==> config.mk <==
export PLATFORM = sky130hd
export DESIGN_NAME = p_counter
export DESIGN_NICKNAME = d
export VERILOG_FILES = /design/src/rtl/p_counter_pkg.sv /design/src/rtl/p_counter_next.sv /design/src/rtl/p_counter.sv
export SDC_FILE = /design/constraint.sdc
export NUM_CORES = 1
export LEC_CHECK = 0
export ABC_CLOCK_PERIOD_IN_PS = 2400
export CAP_MARGIN = 20
export CORE_UTILIZATION = 47
export CTS_BUF_LIST = sky130_fd_sc_hd__clkbuf_16
export DETAILED_ROUTE_END_ITERATION = 8
export PLACE_DENSITY = 0.77
export SYNTH_ARGS = -nofsm -noshare
export SYNTH_HDL_FRONTEND = slang
export SYNTH_SLANG_ARGS = --single-unit
==> constraint.sdc <==
create_clock -name clock -period 2.4 [get_ports clock]
set_clock_uncertainty 0.1 [all_clocks]
set_input_delay 0.48 -clock clock [delete_from_list [all_inputs] [get_ports clock]]
set_output_delay 0.48 -clock clock [all_outputs]
set_load 0.01 [all_outputs]
==> src/rtl/p_counter_pkg.sv <==
// Shared constants for the p_counter slice: default width, count
// direction encodings and bound-handling modes.
package p_counter_pkg;

   localparam int unsigned P_COUNTER_WIDTH = 8;

   localparam logic DIR_UP   = 1'b1;
   localparam logic DIR_DOWN = 1'b0;

   localparam bit MODE_WRAP = 1'b0;
   localparam bit MODE_SAT  = 1'b1;

endpackage

==> src/rtl/p_counter_next.sv <==
// Next-count and boundary-detect logic: load > enable > hold, with
// wrap or saturate at 0 and MAX_VALUE.
module p_counter_next
   import p_counter_pkg::*;
#(
   parameter int unsigned      WIDTH     = P_COUNTER_WIDTH,
   parameter logic [WIDTH-1:0] MAX_VALUE = {WIDTH{1'b1}},
   parameter bit               SATURATE  = MODE_WRAP
) (
   input  logic [WIDTH-1:0] count,
   input  logic             en,
   input  logic             up,
   input  logic             load,
   input  logic [WIDTH-1:0] load_value,
   output logic [WIDTH-1:0] next_count,
   output logic             hit_bound
);

   always_comb begin
      next_count = count;
      hit_bound  = 1'b0;
      if (load) begin
         next_count = (load_value > MAX_VALUE) ? MAX_VALUE : load_value;
      end else if (en) begin
         // Bounds are compared before the add/sub so nothing overflows.
         if (up == DIR_UP) begin
            if (count < MAX_VALUE) begin
               next_count = count + 1'b1;
            end else begin
               hit_bound  = 1'b1;
               next_count = (SATURATE == MODE_SAT) ? MAX_VALUE : '0;
            end
         end else begin
            if (count != '0) begin
               next_count = count - 1'b1;
            end else begin
               hit_bound  = 1'b1;
               next_count = (SATURATE == MODE_SAT) ? '0 : MAX_VALUE;
            end
         end
      end
   end

endmodule

==> src/rtl/p_counter.sv <==
// Parameterised up/down counter with load, programmable terminal value,
// wrap/saturate modes and an asynchronous active-low clear.
module p_counter
   import p_counter_pkg::*;
#(
   parameter int unsigned      WIDTH     = P_COUNTER_WIDTH,
   parameter logic [WIDTH-1:0] MAX_VALUE = {WIDTH{1'b1}},
   parameter bit               SATURATE  = MODE_WRAP
) (
   input  logic             clear,
   input  logic             clock,
   output logic [0:WIDTH-1] count,
   input  logic             en,
   input  logic             up,
   input  logic             load,
   input  logic [WIDTH-1:0] load_value,
   output logic             tc,
   output logic             wrap_pulse
);

   logic [WIDTH-1:0] count_q;
   logic [WIDTH-1:0] count_d;
   logic             wrap_pulse_q;
   logic             wrap_pulse_d;
   logic             hit_bound;

   p_counter_next #(
      .WIDTH     (WIDTH),
      .MAX_VALUE (MAX_VALUE),
      .SATURATE  (SATURATE)
   ) u_next (
      .count      (count_q),
      .en         (en),
      .up         (up),
      .load       (load),
      .load_value (load_value),
      .next_count (count_d),
      .hit_bound  (hit_bound)
   );

   always_comb begin
      wrap_pulse_d = hit_bound;
   end

   always_ff @(posedge clock or negedge clear) begin
      if (!clear) begin
         count_q      <= '0;
         wrap_pulse_q <= 1'b0;
      end else begin
         count_q      <= count_d;
         wrap_pulse_q <= wrap_pulse_d;
      end
   end

   // count is declared ascending, so count[0] picks up the MSB of count_q.
   assign count      = count_q;
   assign wrap_pulse = wrap_pulse_q;
   assign tc = ((up == DIR_UP) && (count_q == MAX_VALUE)) ||
               ((up == DIR_DOWN) && (count_q == '0));

endmodule

==> results.cfg <==
[yosys]
synthArstFlopShare = 1.00
synthSimpleGateAreaFrac = 0.261
postSynthAreaPerCell_sq_um = 7.57
yosysSeqAreaShare = 0.259
netlist_area_sq_um = 871
ys_ff_latch = 9
synth.area.top_cells = dfrtp_1, a21oi_1, o21ai_0
synth.top_cell.area_share = 0.259
synth_largest_area_cell = dfrtp_1
synthMuxAreaShare = 0.0129
synth_enable_flop_cells = 0
synth-xor-area-share = 0.0302
yosysWarnings = 0
synth-compound-area-share = 0.302
synth_cells = 115
synth-main-ff-cell = dfrtp_1
synth_top_family_by_area = compound AO/OA/AOI/OAI gates
synthAdderAreaFrac = 0.0431
synth.distinct_cells = 44
syn_nets = 131

[timing]
max_freq_mhz = 433
slew_headroom = 0.662
drv_slew = 0
finalCritPeriodShare = 0.963
setup_violations = 0
hold_violations = 0
period_needed_ns = 2.31
rsz0062_at_grt = false
tightest_slew_ns = 0.504

[floorplanning]
initial_core_util = 0.504
dieArea_sq_mm = 0.00203
core_area_sq_mm = 0.00173
die_height_um = 45.0
rows = 15
die_w_um = 45.0
num_io_pins = 23

[layout]
fillers = 147
diodes = 0
syn_to_final_growth_pct = 45.7
final_cell_mix = clkdlybuf4s50_1, buf_4, a21oi_1
seq_area_sq_um = 225
final_cells = 171
multi_input_area_sq_um = 572
design_area_sq_mm = 0.00127
layout-drive-gt1-share = 0.164
nets = 163
layout_commonest_cell = clkdlybuf4s50_1

[global_routing]
grt_pass1_vias = 996
overflow = 0
track_usage = 0.293
grt_start_max_net_pins = 12
antenna_found_initial = 0
grt_pass1_wl_um = 4260

[critical_path]
cp_num_buf_inv = 3
crit_arrival_ns = 1.73
cpLargestDelayFamily = buffers and inverters
start_kind = input port
crit_fanout = 2
crit_type = input port to output pin
critPathSlowestCell = clkdlybuf4s50_1
crit_path_cell_trace = clkdlybuf4s50_1 -> inv_1 -> or3_1 -> nand2_1 -> dlygate4sd2_1
cp_data_required_time_ns = 1.82
critical-path-max-stage-delay_ns = 0.48
end_kind = output pin

[cts]
cts_buffers = 3
ctsLongestPathBuffers = 2
root_buffer = clkbuf_16
insertion_delay_ns = 0.24
cts_hold_buf = 0
htree_levels = 1
cts_sinks = 9
clk_pin_slew_ns = 0.04
cts_tree = yes
postCtsSetupRepairBufs = 0

[flow_run]
cap_violations = 0

[place]
placed_cell_area_sq_mm = 0.00118
port_buffers = 22
dp.cells = 167
gp_routability_congestion = 0.821
dp_hpwl_um = 1910

[pwr]
power_density_mw_per_mm2 = 587
irDropWorstVdd_v = 0.000493
p_leak_nw = 0.520
power_w = 0.000744

[route]
antenna_left = 0
drt-vias-per-instance = 6.10
vias = 1043
routed_wl_um = 2700
dr.pass1.iters = 4
route.detailed.drc = 0
drtIter0Drc = 52
drt-wirelength-per-cell_um = 15.8

[min_path]
hp-class = input port to async pin

[outcome]
status = complete, no violations
==> state kept, by name (all words and copies together) (netlist names) <==
register	count
count	8
wrap_pulse	1
==> metrics by stage <==
stage	setup WS, ns	setup TNS (ns)	hold slack, ns	utilization
after floorplan	0.397	0	0.0844	-
after global placement	-0.155	-0.155	0.635	0.686
after detailed placement	-0.176	-0.176	0.634	0.686
after CTS	0.0884	0	0.476	0.735
after global routing	0.0132	0	0.502	0.735
final	0.0891	0	0.461	0.735
==> worst register-to-register path, delay by kind of cell, from the launching register on <==
kind | cells | cell delay [ns]
DFF | 1 | 0.37
AOI/OAI and AO/OA | 1 | 0.19
buffers and inverters | 2 | 0.33
and+or+nand+nor | 3 | 0.64
adders and majority gates | 1 | 0.21
==> area by class of cell <==
class / count / area share
clock buffers: 3 / 0.0592
clock inverters: 1 / 0.00296
inverters: 6 / 0.0178
multi-input cells: 89 / 0.451
flip-flops and latches: 9 / 0.178
well taps: 25 / 0.0247
repair buffers: 38 / 0.267
==> metal layers <==
layer  GRT usage  share of wire  vias up
met5           0              0        -
met1       0.346           0.41      482
met4       0.182          0.017        0
met2       0.461           0.50       69
li1            -              -      485
met3      0.0880          0.077        7
==> synth_stat cells (2+ instances only) <==
cell type  instances
clkbuf_1           5
xnor2_1            2
nand3_1            5
o211ai_1           2
nand2_1            9
nor4b_1            2
nor2_1             6
a21oi_1           13
inv_1              6
dfrtp_1            9
or3_1              2
a31oi_1            2
o31ai_1            2
buf_2              4
nor3_1             5
ha_1               3
o21ai_0            9
nand2b_1           3
==> report_power, final <==
group,internal (W),switching (W)
registers,0.000168,0.0000240
clock network,0.000218,0.0000759
logic,0.000131,0.000127
total,0.000517,0.000227
==> worst paths after layout <==
check	start	to	slack, ns	depth (start not counted)
hold / removal	clear	count[2]	0.46	1
setup reg to reg	count[7]	count[1]	0.49	7
setup / recovery	up	tc	0.09	5
min in group clock	count[6]	count[6]	0.65	3
max in group asynchronous	clear	count[5]	1.43	1
hold reg to reg	count[6]	count[6]	0.65	3
==> cell families (layout without fill, tap and decap cells) <==
family	Yosys count	in the layout
compound gates	41	41
xor+xnor	3	3
fa+ha+maj	3	3
buf+inv	17	48
flops	9	9
mux	1	1
simple gates	41	41
==> what timing repair did <==
item	in CTS	in global routing
endpoints found under the setup margin	1	0
gates resized for setup	2	0
hold endpoints to repair	0	0
No activity file was read; power rests on OpenSTA's default activity.
